**src/rtl/sram_port_arbiter.sv**
```systemverilog
// sram_port_arbiter
//   Shares one external 16-bit SRAM port among the MIC17 decoder stages
//   (req 0 lossless decode, req 1 IDCT fetch/write, req 2 upsample/CSC).
//   The arbiter is round-robin. An owner keeps the port for a burst of grants.
//   The burst is capped at MAX_BURST cycles, but only while another requester waits.
//   The SRAM command is registered. Read data is routed back to the requester
//   that issued the read, using a tag shift register that matches the SRAM read latency.
//
// Ports
//   Clock, Resetn      system clock (rising edge), asynchronous active-low reset
//   req                per-requester access request
//   req_we_n           per-requester write enable, active-low
//   req_addr           packed 18-bit addresses, requester i at [18i+17:18i]
//   req_wdata          packed 16-bit write data, requester i at [16i+15:16i]
//   gnt                one-hot/zero, access accepted this cycle (combinational)
//   rd_valid           one-hot/zero, rd_data belongs to that requester
//   rd_data            SRAM_read_data forwarded unregistered
//   SRAM_read_data     SRAM read bus
//   SRAM_address       registered SRAM address
//   SRAM_we_n          registered SRAM write enable, active-low
//   SRAM_write_data    registered SRAM write data
module sram_port_arbiter #(
  parameter int N_REQ        = 3,
  parameter int READ_LATENCY = 2,
  parameter int MAX_BURST    = 64
) (
  input  logic                  Clock,
  input  logic                  Resetn,
  input  logic [N_REQ-1:0]      req,
  input  logic [N_REQ-1:0]      req_we_n,
  input  logic [N_REQ*18-1:0]   req_addr,
  input  logic [N_REQ*16-1:0]   req_wdata,
  output logic [N_REQ-1:0]      gnt,
  output logic [N_REQ-1:0]      rd_valid,
  output logic [15:0]           rd_data,
  input  logic [15:0]           SRAM_read_data,
  output logic [17:0]           SRAM_address,
  output logic                  SRAM_we_n,
  output logic [15:0]           SRAM_write_data
);

  localparam int ID_W  = (N_REQ > 1) ? $clog2(N_REQ) : 1;
  localparam int CNT_W = $clog2(MAX_BURST + 1);

  localparam logic [0:0] ARB_IDLE  = 1'b0;
  localparam logic [0:0] ARB_OWNED = 1'b1;

  localparam logic [CNT_W-1:0] BURST_LAST = CNT_W'(MAX_BURST - 1);

  // Cyclic successor of a requester id.
  function automatic logic [ID_W-1:0] next_id(input logic [ID_W-1:0] id);
    if (id == ID_W'(N_REQ - 1)) begin
      return {ID_W{1'b0}};
    end else begin
      return id + ID_W'(1);
    end
  endfunction

  // First set bit of r at or after ptr, searching cyclically.
  // The result is {found, id}.
  function automatic logic [ID_W:0] rr_pick(input logic [N_REQ-1:0] r,
                                            input logic [ID_W-1:0]  ptr);
    logic [ID_W:0] res;
    int            idx;
    res = {(ID_W+1){1'b0}};
    // Walk from the far end back toward ptr, so the closest candidate wins last.
    for (int k = N_REQ - 1; k >= 0; k--) begin
      idx = (int'(ptr) + k) % N_REQ;
      if (r[idx]) begin
        res = {1'b1, ID_W'(idx)};
      end else begin
        res = res;
      end
    end
    return res;
  endfunction

  logic [0:0]        state_r;
  logic [ID_W-1:0]   owner_r;
  logic [ID_W-1:0]   rr_ptr_r;
  logic [CNT_W-1:0]  burst_cnt_r;
  logic [N_REQ-1:0]  tag_r [READ_LATENCY+1];

  logic [0:0]        state_nxt_s;
  logic [ID_W-1:0]   owner_nxt_s;
  logic [ID_W-1:0]   rr_ptr_nxt_s;
  logic [CNT_W-1:0]  burst_cnt_nxt_s;
  logic              gnt_vld_s;
  logic [ID_W-1:0]   gnt_id_s;
  logic [ID_W:0]     pick_s;
  logic [N_REQ-1:0]  others_s;
  logic [N_REQ-1:0]  gnt_s;

  // Requesters other than the current owner that are waiting.
  always_comb begin
    others_s = req & ~(N_REQ'(1) << owner_r);
  end

  // Arbitration: grant decision and next ownership, pointer and burst count.
  always_comb begin
    state_nxt_s     = state_r;
    owner_nxt_s     = owner_r;
    rr_ptr_nxt_s    = rr_ptr_r;
    burst_cnt_nxt_s = burst_cnt_r;
    gnt_vld_s       = 1'b0;
    gnt_id_s        = owner_r;
    pick_s          = {(ID_W+1){1'b0}};
    case (state_r)
      ARB_IDLE: begin
        pick_s = rr_pick(req, rr_ptr_r);
        if (pick_s[ID_W]) begin
          gnt_vld_s       = 1'b1;
          gnt_id_s        = pick_s[ID_W-1:0];
          state_nxt_s     = ARB_OWNED;
          owner_nxt_s     = pick_s[ID_W-1:0];
          burst_cnt_nxt_s = CNT_W'(1);
        end else begin
          state_nxt_s     = ARB_IDLE;
        end
      end
      ARB_OWNED: begin
        if (req[owner_r]) begin
          gnt_vld_s = 1'b1;
          gnt_id_s  = owner_r;
          if ((burst_cnt_r >= BURST_LAST) && (|others_s)) begin
            // This is the owner's last grant. The waiting requester takes over next cycle.
            pick_s          = rr_pick(others_s, next_id(owner_r));
            owner_nxt_s     = pick_s[ID_W-1:0];
            rr_ptr_nxt_s    = next_id(owner_r);
            burst_cnt_nxt_s = {CNT_W{1'b0}};
          end else if (burst_cnt_r < BURST_LAST) begin
            burst_cnt_nxt_s = burst_cnt_r + CNT_W'(1);
          end else begin
            // The owner is alone, so the count saturates and the owner keeps the port.
            burst_cnt_nxt_s = burst_cnt_r;
          end
        end else begin
          // The owner has released the port. Re-arbitrate in the same cycle so there is no bubble.
          rr_ptr_nxt_s = next_id(owner_r);
          pick_s       = rr_pick(req, next_id(owner_r));
          if (pick_s[ID_W]) begin
            gnt_vld_s       = 1'b1;
            gnt_id_s        = pick_s[ID_W-1:0];
            owner_nxt_s     = pick_s[ID_W-1:0];
            burst_cnt_nxt_s = CNT_W'(1);
          end else begin
            state_nxt_s     = ARB_IDLE;
            burst_cnt_nxt_s = {CNT_W{1'b0}};
          end
        end
      end
      default: begin
        state_nxt_s     = ARB_IDLE;
        burst_cnt_nxt_s = {CNT_W{1'b0}};
      end
    endcase
  end

  // One-hot grant vector.
  always_comb begin
    if (gnt_vld_s) begin
      gnt_s = N_REQ'(1) << gnt_id_s;
    end else begin
      gnt_s = {N_REQ{1'b0}};
    end
  end

  assign gnt     = gnt_s;
  assign rd_data = SRAM_read_data;
  assign rd_valid = tag_r[READ_LATENCY];

  // Arbiter state registers.
  always_ff @(posedge Clock or negedge Resetn) begin
    if (!Resetn) begin
      state_r     <= ARB_IDLE;
      owner_r     <= {ID_W{1'b0}};
      rr_ptr_r    <= {ID_W{1'b0}};
      burst_cnt_r <= {CNT_W{1'b0}};
    end else begin
      state_r     <= state_nxt_s;
      owner_r     <= owner_nxt_s;
      rr_ptr_r    <= rr_ptr_nxt_s;
      burst_cnt_r <= burst_cnt_nxt_s;
    end
  end

  // SRAM command register. Address and data hold their value when there is no grant.
  always_ff @(posedge Clock or negedge Resetn) begin
    if (!Resetn) begin
      SRAM_address    <= 18'h00000;
      SRAM_write_data <= 16'h0000;
      SRAM_we_n       <= 1'b1;
    end else if (gnt_vld_s) begin
      SRAM_address    <= req_addr[int'(gnt_id_s)*18 +: 18];
      SRAM_write_data <= req_wdata[int'(gnt_id_s)*16 +: 16];
      SRAM_we_n       <= req_we_n[gnt_id_s];
    end else begin
      SRAM_we_n       <= 1'b1;
    end
  end

  // Read-tag shift register. Each stage holds a one-hot owner id, or zero for a write or an idle cycle.
  always_ff @(posedge Clock or negedge Resetn) begin
    if (!Resetn) begin
      for (int s = 0; s <= READ_LATENCY; s++) begin
        tag_r[s] <= {N_REQ{1'b0}};
      end
    end else begin
      if (gnt_vld_s && req_we_n[gnt_id_s]) begin
        tag_r[0] <= gnt_s;
      end else begin
        tag_r[0] <= {N_REQ{1'b0}};
      end
      for (int s = 1; s <= READ_LATENCY; s++) begin
        tag_r[s] <= tag_r[s-1];
      end
    end
  end

endmodule

```
**config.mk**
```make
export PLATFORM = sky130hd
export DESIGN_NAME = sram_port_arbiter
export DESIGN_NICKNAME = d
export VERILOG_FILES = /design/src/rtl/sram_port_arbiter.sv
export SDC_FILE = /design/constraint.sdc
export NUM_CORES = 1
export LEC_CHECK = 0
export CELL_PAD_IN_SITES_DETAIL_PLACEMENT = 1
export CELL_PAD_IN_SITES_GLOBAL_PLACEMENT = 1
export CORE_ASPECT_RATIO = 0.6
export CORE_MARGIN = 3
export CORE_UTILIZATION = 28
export DETAILED_ROUTE_END_ITERATION = 8
export PLACE_DENSITY = 0.79
export SLEW_MARGIN = 15
export SYNTH_ARGS = -nofsm -noshare
export SYNTH_HDL_FRONTEND = slang
export SYNTH_SLANG_ARGS = --single-unit
```
**constraint.sdc**
```tcl
create_clock -name Clock -period 3.4 [get_ports Clock]
set_input_delay 0.68 -clock Clock [delete_from_list [all_inputs] [get_ports Clock]]
set_output_delay 0.68 -clock Clock [all_outputs]
set_load 0.02 [all_outputs]
```
==> results of run 1 <==
[layer usage]
metal  global-route usage, %  up-vias  share of wire (%)
li1                        -     1525                  -
met1                   20.80     1533                 45
met2                   28.71      106                 47
met3                   4.965       16                6.6
met4                   3.721        0                1.3
met5                       0        -                  0
[flip-flops by register name, indices dropped and copies added (netlist names)]
name             count
SRAM_write_data     16
owner_r              2
SRAM_we_n            1
tag_r                6
rd_valid             3
burst_cnt_r          7
rr_ptr_r             2
state_r              1
SRAM_address        18
[timing repair]
item,CTS,global route
gates cloned,0,0
gates resized for setup,12,3
pin swaps,2,1
buffers inserted,2,0
setup endpoints to repair,3,3
[critical path, delay by kind of cell]
kind / cells / cell delay (ns)
AND/OR/NAND/NOR: 3 / 0.74
AO/OA/AOI/OAI: 2 / 0.16
buffers and inverters: 4 / 0.99
[worst max path at each step]
stage	startpoint	to	slack, ns	cells past startpoint
floorplan	req[1]	gnt[0]	0.43	8
global placement	req[1]	gnt[1]	-0.33	8
detailed placement	req[1]	gnt[0]	-0.36	9
CTS	req[2]	gnt[2]	0.0002	10
global route	req[0]	gnt[2]	0.004	9
finish	req[0]	gnt[2]	0.16	9
[cells in the final DEF (no fill, tap or decap), drive strengths merged, types with 3 or more instances in the layout]
cell type	netlist	routed
mux2i	36	36
o221ai	34	34
a21oi	8	8
xor2	3	3
dfrtp	55	55
nand3	5	5
buf	32	26
a211oi	3	3
clkbuf	8	6
nor2	17	17
clkdlybuf4s50	0	144
nor2b	5	5
nor3	6	6
ha	3	3
o211ai	5	5
nand2	46	46
nor4bb	3	3
o21ai	13	13
inv	49	50
[layout make-up]
| class | instances | area [um2] |
|---|---|---|
| Tap cell | 160 | 200.2 |
| Clock buffer | 5 | 125.1 |
| Inverter | 49 | 183.9 |
| Multi-Input combinational cell | 216 | 1540 |
| Sequential cell | 56 | 1403 |
| Clock inverter | 3 | 27.53 |
| Timing Repair Buffer | 175 | 1689 |
| Fill cell | 1321 | 6317 |
[power by group]
| group | internal (mW) | total [mW] | switching [mW] |
|---|---|---|---|
| Combinational | 1.05 | 2.20 | 1.15 |
| Clock | 0.281 | 0.549 | 0.268 |
| Sequential | 0.945 | 1.14 | 0.198 |
[stage by stage]
stage               TNS (ns)  power (mW)  worst slack, ns
floorplan                  0       2.392           0.4277
global placement     -0.9400       3.282          -0.3320
detailed placement    -1.047       3.350          -0.3563
CTS                        0       3.933        0.0001854
global route               0       4.165         0.003589
finish                     0       3.891           0.1563
[synth_stat cells, drive strengths merged, types with 3 or more instances]
master,instances
nor2b,5
nor4bb,3
nor2,17
o21ai,13
xor2,3
nand3,5
mux2i,36
o211ai,5
inv,49
o221ai,34
nor3,6
ha,3
clkbuf,8
nand2,46
buf,32
dfrtp,55
a211oi,3
a21oi,8
[kinds of logic after synthesis]
| group | Yosys count | share of synthesized area [%] |
|---|---|---|
| simple gates | 95 | 13.48 |
| buf+inv | 89 | 13.26 |
| compound gates | 77 | 18.07 |
| flops | 56 | 41.86 |
| mux | 38 | 11.43 |
| xor+xnor | 3 | 0.7843 |
| fa+ha+maj | 3 | 1.120 |
==> impl_metrics.ini, run 1 <==
[clock_network]
hold_buffers = 0
cts_inserted_buffers = 5
cts.sinks = 56
clk_latency_ns = 0.30
clkTransAtPathRegs_ns = 0.08
cts_tree = done
htree_levels = 2
root_buffer = clkbuf_16
clockBufferDepth = 2

[synthesis]
synthCells = 361
synthesis.nets = 490
netlist_area_um2 = 3351
seq_area_frac_synth_pct = 41.86
synth_cell_types = 47
synth.avg_cell_area_um2 = 9.282
yosys_warnings = 0
yosys-top-cells-area = dfrtp_1, mux2i_1, o221ai_1, buf_4, inv_1
yosysTopAreaCellShare_pct = 41.08
yosysTopAreaCell = dfrtp_1
ys_ff_latch = 56
synthArstFlopShare_pct = 100.0
synth_enable_flop_cells = 0
yosys_most_used_dff = dfrtp_1

[grt]
grt_pass1_vias = 3507
grt_max_degree = 41
antenna_found_initial = 0
grt_usage_pct = 16.71
grt.overflow.total = 0
grt_pass1_wl_um = 18150

[power_and_ir_drop]
power.density_nw_per_um2 = 752.8
vdd_drop_max_v = 0.0002681
leakage_nw = 2.300

[sta]
final_hold_viol_count = 0
slew_violations = 0
rsz0062_at_grt = false
max_freq_mhz = 308.3
fin_skew_ns = 0.008439
min_period_over_period_pct = 95.40
min_period_ns = 3.244
setup_viol_count_final = 0
relSlewSlack_pct = 39.10
tightestPinTransition_ns = 0.9135
whs_ns = 0.3542

[worst_setup_path]
arrival_ns = 2.56
max_stage_delay_ns = 0.49
cp_max_fo = 6
regToRegStartpoint = rr_ptr_r[1]$_DFFE_PN0P_
cp.required_ns = 2.72
rrSetupSlack_ns = 0.71
crit_type = input pin to primary output
crit_slowest_cell = clkdlybuf4s50_1
end_kind = primary output
worst-r2r-cell-count = 10
r2r-end = SRAM_address[7]$_DFFE_PN0P_
cp_cell_sequence = clkdlybuf4s50_1, nor4bb_1, o21ai_0, nand3_1, a211oi_4, buf_4, or2_1, inv_2, clkdlybuf4s15_2
startpoint_type = input pin

[floorplanning]
die_width_um = 147.2
die_h_um = 90.74
fp-row-count = 30
initial_core_util_pct = 29.17
io-pin-count = 183
die_area_um2 = 13360
coreArea_um2 = 11490

[route]
drc = 0
drt_iter0_drc = 144
wl_per_cell_um = 16.76
ant_nets = 0
via_count = 3180
vias_per_cell = 4.789
routed_wl_um = 11130
first_pass_iters = 4

[min_path]
whs_path_depth = 0
hold_class = register to register
whs_endpoint = rd_valid[1]$_DFF_PN0_
hp-start = tag_r[4]$_DFF_PN0_

[placed_design]
port_buffers = 150
place_area_um2 = 4971
place_inst = 654
gp_congestion = 0.8600
dp_hpwl_um = 8624

[status]
status = complete, no violations

[job]
drv_cap = 0

[cells_and_area]
fin_util_pct = 45.00
antenna-diode-count = 0
finish.net_count = 632
fin_cells = 664
drive_gt1_share_pct = 10.91
fin_area_um2 = 5169
syn2layout_area_growth_pct = 54.26
Power figures use the tool's default switching activity.
==> inputs of run 2 (changes only) <==
--- a/config.mk
+++ b/config.mk
@@ -7,8 +7,6 @@
 export LEC_CHECK = 0
 export CELL_PAD_IN_SITES_DETAIL_PLACEMENT = 1
 export CELL_PAD_IN_SITES_GLOBAL_PLACEMENT = 1
-export CORE_ASPECT_RATIO = 0.6
-export CORE_MARGIN = 3
 export CORE_UTILIZATION = 28
 export DETAILED_ROUTE_END_ITERATION = 8
 export PLACE_DENSITY = 0.79
==> impl_metrics.ini, run 2 (synthesized netlist as in run 1, its figures left out) <==
[status]
status = finished, violations left
violations = DRC

[route]
drc = 16
drt_iter0_drc = 106
ant_nets = 0
first_pass_iters = 6
vias_per_cell = 4.952
via_count = 3229
routed_wl_um = 11120
wl_per_cell_um = 17.05

[grt]
grt_pass1_vias = 3641
grt_max_degree = 38
antenna_found_initial = 0
grt.overflow.total = 0
grt_usage_pct = 18.50
use_met1_pct = 21.14
grt_pass1_wl_um = 18130
grtUsageMet3_pct = 5.008
busiest_layer = met2
grt.met2_usage_pct = 33.54

[power_and_ir_drop]
power.share.switching_pct = 41.16
p_int_mw = 2.285
power_frac_comb_pct = 56.8
p_sw_mw = 1.599
clock_power_share_pct = 13.8
vdd_drop_max_v = 0.0003875
power_frac_seq_pct = 29.4
leakage_nw = 2.338
power.density_nw_per_um2 = 753.5

[placed_design]
gp_congestion = 0.8366
pre_cts_ws_ns = -0.3393
port_buffers = 150
place_inst = 642
place_area_um2 = 4987
dp_hpwl_um = 8674

[floorplanning]
fp-row-count = 39
die_h_um = 111.4
coreArea_um2 = 11520
die_area_um2 = 12410
die_width_um = 111.4
initial_core_util_pct = 29.10
io-pin-count = 183

[worst_setup_path]
crit_slowest_cell = dfrtp_1
arrival_ns = 2.54
max_stage_delay_ns = 0.37
cp_max_fo = 6
cp.required_ns = 2.72
rrSetupSlack_ns = 0.76
cp_common_cell = buf_4
end_kind = primary output
cp_cell_sequence = inv_1, ha_1, buf_4, nor2b_1, o211ai_1, nand3_2, a211oi_4, buf_4, or2_1, inv_2, clkbuf_2
crit_type = register to primary output
startpoint_type = register

[clock_network]
clk_latency_ns = 0.29
clockBufferDepth = 2
cts_tree = done
cts_inserted_buffers = 5
clkTransAtPathRegs_ns = 0.07
htree_levels = 2
root_buffer = clkbuf_16
cts.sinks = 56

[sta]
min_period_over_period_pct = 94.83
max_freq_mhz = 310.2
setup_tns_ns = 0
tightestPinTransition_ns = 0.8502
whs_ns = 0.3503
relSlewSlack_pct = 43.32
final_hold_viol_count = 0
fin_ws_ns = 0.1758
min_period_ns = 3.224
slew_violations = 0
setup_viol_count_final = 0
fin_skew_ns = 0.004785

[cells_and_area]
layout_common_cells = clkdlybuf4s50_1, dfrtp_1, inv_1, nand2_1, mux2i_1
final_common_cell = clkdlybuf4s50_1
multiInputGateArea_um2 = 1520
fin_cells = 652
top_register = SRAM_address
top_regs = SRAM_address (18), SRAM_write_data (16), burst_cnt_r (7)
nFillCells = 1313
seq_area_um2 = 1403
drive_gt1_share_pct = 11.39
largest_register_ffs = 18
antenna-diode-count = 0
finish.net_count = 637
syn2layout_area_growth_pct = 53.81
fin_area_um2 = 5154

[job]
drv_cap = 0

[min_path]
hold_class = register to register
[run 2: changes by cell type in the layout (fill, tap and decap cells not counted), sizes merged]
cell / delta
buf: +5
clkbuf: +4
clkinv: -1
dlymetal6s2s: +1
clkdlybuf4s15: -2
clkdlybuf4s50: -1
inv: -1
[run 2: layout make-up]
cell class,count,share of cell area [%]
clock buffer,7,2.768
tap,143,3.472
timing repair buffer,180,33.33
inverter,49,3.569
clock inverter,1,0.1457
multi-input combinational,216,29.50
sequential,56,27.22
[run 2: power by group through the flow]
stage          registers [mW]  clock network, mW  logic [mW]
6_report                 1.14              0.535        2.21
5_1_grt                  1.18              0.583        2.36
4_1_cts                  1.15              0.557        2.24
3_5_place_dp             1.16                  0        2.23
3_3_place_gp             1.14                  0        2.18
2_1_floorplan            1.35                  0        1.04
[run 2: final timing paths]
check / start / endpoint / depth (start not counted)
max: rr_ptr_r[0]$_DFFE_PN0P_ / gnt[2] / 11
min: tag_r[7]$_DFF_PN0_ / tag_r[4]$_DFF_PN0_ / 0
max reg2reg: rr_ptr_r[0]$_DFFE_PN0P_ / SRAM_address[17]$_DFFE_PN0P_ / 11
min reg2reg: tag_r[7]$_DFF_PN0_ / tag_r[4]$_DFF_PN0_ / 0
max in group asynchronous: Resetn / rr_ptr_r[1]$_DFFE_PN0P_ / 2
min in group asynchronous: Resetn / SRAM_address[9]$_DFFE_PN0P_ / 1
[run 2: layer usage]
| metal | wire, um | share of wire, % |
|---|---|---|
| met2 | 5738 | 52 |
| met4 | 180 | 1.6 |
| met5 | 0 | 0 |
| met1 | 4472 | 40 |
| met3 | 725 | 6.5 |
[run 2: worst max-delay path: cells and delay by family (launching register included)]
| kind | cells | cell delay (ns) |
|---|---|---|
| adder cells (fa/ha/maj) | 1 | 0.33 |
| AND/OR/NAND/NOR | 3 | 0.41 |
| flip-flops | 1 | 0.37 |
| buffers and inverters | 5 | 0.57 |
| AO/OA/AOI/OAI | 2 | 0.55 |
[run 2: repair_timing]
item / 4_1_cts / 5_1_grt
buffers inserted: 1 / 1
pin swaps: 3 / 2
hold buffers: 0 / 0
gates resized for setup: 5 / 10
setup endpoints to repair: 3 / 3
[run 2: stage by stage]
stage	utilization [%]	total power, mW
5_1_grt	44.75	4.128
4_1_cts	44.67	3.942
2_1_floorplan	-	2.392
6_report	44.75	3.883
3_3_place_gp	43.31	3.324
3_5_place_dp	43.31	3.389
==> variant (settings of run 2) <==
Change the parameter `N_REQ` from 3 to 5.
--- a/src/rtl/sram_port_arbiter.sv
+++ b/src/rtl/sram_port_arbiter.sv
@@ -20,7 +20,7 @@
 //   SRAM_we_n          registered SRAM write enable, active-low
 //   SRAM_write_data    registered SRAM write data
 module sram_port_arbiter #(
-  parameter int N_REQ        = 3,
+  parameter int N_REQ        = 5,
   parameter int READ_LATENCY = 2,
   parameter int MAX_BURST    = 64
 ) (
Interface: changed (6 resized); port bits go from 183 to 259. No check against the original RTL was run, so the function may have changed too.
==> variant against run 2 <==
- sequential cell count up 8
- worst setup slack got worse by 2.5 ns
- global-route usage rose by 12 points
- routed wire length grew to 4.7 times the old value
- maximum frequency decreased by 44%
- the flow finishes with violations (negative setup slack)
- via count rose to 3.4 times the old value
- cell count increased to 2.7 times the old value
- register-to-register slack worse by 3.0 ns
- critical path depth grew 11
- design area rose to 2.8 times the old value
- synthesized area up 140%
Power is not shown: default switching activity piles up to over one toggle a cycle in this logic, so the estimate is an artifact.
==> variant: results (changes against run 2) <==
<table>
<tr><th>Metric</th><th>Value</th></tr>
<tr><th colspan="2">Outcome</th></tr>
<tr><td>Status</td><td>complete, but fails checks</td></tr>
<tr><td>Violated checks</td><td>negative setup slack</td></tr>
<tr><th colspan="2">Place</th></tr>
<tr><td>Cell Area, Placed</td><td>12,300 µm² (+150%)</td></tr>
<tr><td>Number of placed cells counting well taps</td><td>1,670 (+160%)</td></tr>
<tr><td>Final weighted congestion of routability-driven global placement</td><td>0.958 (+15%)</td></tr>
<tr><th colspan="2">Setup path</th></tr>
<tr><td>Master of the slowest instance on the critical path</td><td>sky130_fd_sc_hd__nor4_2</td></tr>
<tr><td>Family of cells with the greatest summed delay on the critical path</td><td>simple AND/OR/NAND/NOR gates</td></tr>
<tr><td>Largest stage delay, worst path</td><td>0.59 ns (+0.22 ns)</td></tr>
<tr><th colspan="2">Timing</th></tr>
<tr><td>Slew headroom</td><td>46.1% (+2.8 points)</td></tr>
<tr><td>Total setup violations reported at the end of the flow</td><td>56 (+56)</td></tr>
<tr><td>Worst setup margin</td><td>-2.34 ns (-2.52 ns)</td></tr>
<tr><th colspan="2">Clocking</th></tr>
<tr><td>Buffers inserted by post-CTS timing repair</td><td>35 (+34)</td></tr>
<tr><td>Max H-tree Level</td><td>3 (+1)</td></tr>
<tr><td>Number of buffers inserted during clock tree synthesis</td><td>9 (+4)</td></tr>
<tr><td>Clock Latency Late Sink</td><td>0.36 ns (+0.07 ns)</td></tr>
<tr><td>PostCTS Resize Cnt</td><td>170 (+165)</td></tr>
<tr><th colspan="2">Yosys</th></tr>
<tr><td>Post-synthesis cell count</td><td>920 (+150%)</td></tr>
<tr><td>Number of unique standard cell types used by synthesis</td><td>94 (+100%)</td></tr>
<tr><td>Syn nets</td><td>1,157 (+140%)</td></tr>
<tr><td>Portion of the post-synthesis area used by sequential elements</td><td>20.3% (-22 points)</td></tr>
<tr><td>Top post-synthesis cells by area</td><td>sky130_fd_sc_hd__dfrtp_1, sky130_fd_sc_hd__mux2i_1, sky130_fd_sc_hd__ha_1, sky130_fd_sc_hd__a41oi_1, sky130_fd_sc_hd__o221ai_2</td></tr>
<tr><th colspan="2">Layout</th></tr>
<tr><td>Share of layout cells above drive strength 1</td><td>40.8% (+29 points)</td></tr>
<tr><td>Largest registers ranked by flip-flop count</td><td>SRAM_address (18), SRAM_write_data (16), tag_r (10)</td></tr>
<tr><td>Total number of nets in the final design</td><td>1,596 (+150%)</td></tr>
<tr><td>Number of fillers in the final layout</td><td>3,080 (+130%)</td></tr>
<tr><th colspan="2">Routing</th></tr>
<tr><td>Post-Route WL</td><td>52.2 mm (+370%)</td></tr>
<tr><td>Iter 0 DRT Violations</td><td>1,276 (+1100%)</td></tr>
<tr><th colspan="2">GRT</th></tr>
<tr><td>Maximum number of pins on one net before global-route repair</td><td>41 (+7.9%)</td></tr>
<tr><td>Number of antenna violations at the first check in global routing</td><td>3 (+3)</td></tr>
<tr><td>Wire length of the first global-routing pass</td><td>66.1 mm (+260%)</td></tr>
</table>
==> variant: changes by cell type after synthesis, sizes merged, moves of 27 or more <==
cell	run 2	this run
nor2	17	61
mux2i	36	93
o21ai	13	43
buf	32	66
ha	3	39
a21oi	8	35
and2	2	42
a41oi	0	36
==> variant: logic make-up (layout without fill, tap and decap cells) <==
logic type / after synthesis / count (layout) / synth area share, %
AO/OA/AOI/OAI: 292 / 292 / 30.1
AND/OR/NAND/NOR: 273 / 273 / 18.5
buffers and inverters: 126 / 570 / 8.70
multiplexers: 109 / 109 / 14.4
flip-flops: 64 / 64 / 20.3
adder cells (fa/ha/maj): 39 / 39 / 6.17
XOR/XNOR: 17 / 17 / 1.88
other: 0 / 1 / 0
==> variant: cell type report <==
class	instances	area (µm²)	share of cell area [%]
multi-input combinational	730	6930	48.9
timing repair buffer	514	4680	33.1
sequential	64	1600	11.3
tap	378	473	3.34
clock buffer	11	243	1.71
inverter	40	163	1.15
clock inverter	5	80.1	0.565
antenna	1	2.50	0.0177
==> variant: per-layer routing <==
| metal | global-route usage (%) | wire, µm | vias up |
|---|---|---|---|
| li1 | - | - | 4386 |
| met1 | 34.3 | 18100 | 5262 |
| met2 | 52.9 | 24200 | 793 |
| met3 | 5.81 | 5040 | 382 |
| met4 | 17.1 | 4840 | 2 |
| met5 | 0 | 8 | - |
==> variant: path summary, 6_finish.rpt <==
kind	slack, ns	start	end	depth (start not counted)
max	-2.34	rr_ptr_r[0]	gnt[0]	22
min	0.35	tag_r[13]	tag_r[8]	0
max reg2reg	-2.27	rr_ptr_r[0]	SRAM_write_data[7]	27
min reg2reg	0.35	tag_r[13]	tag_r[8]	0
max in group asynchronous	2.29	Resetn	owner_r[2]	2
min in group asynchronous	0.38	Resetn	rd_valid[2]	1
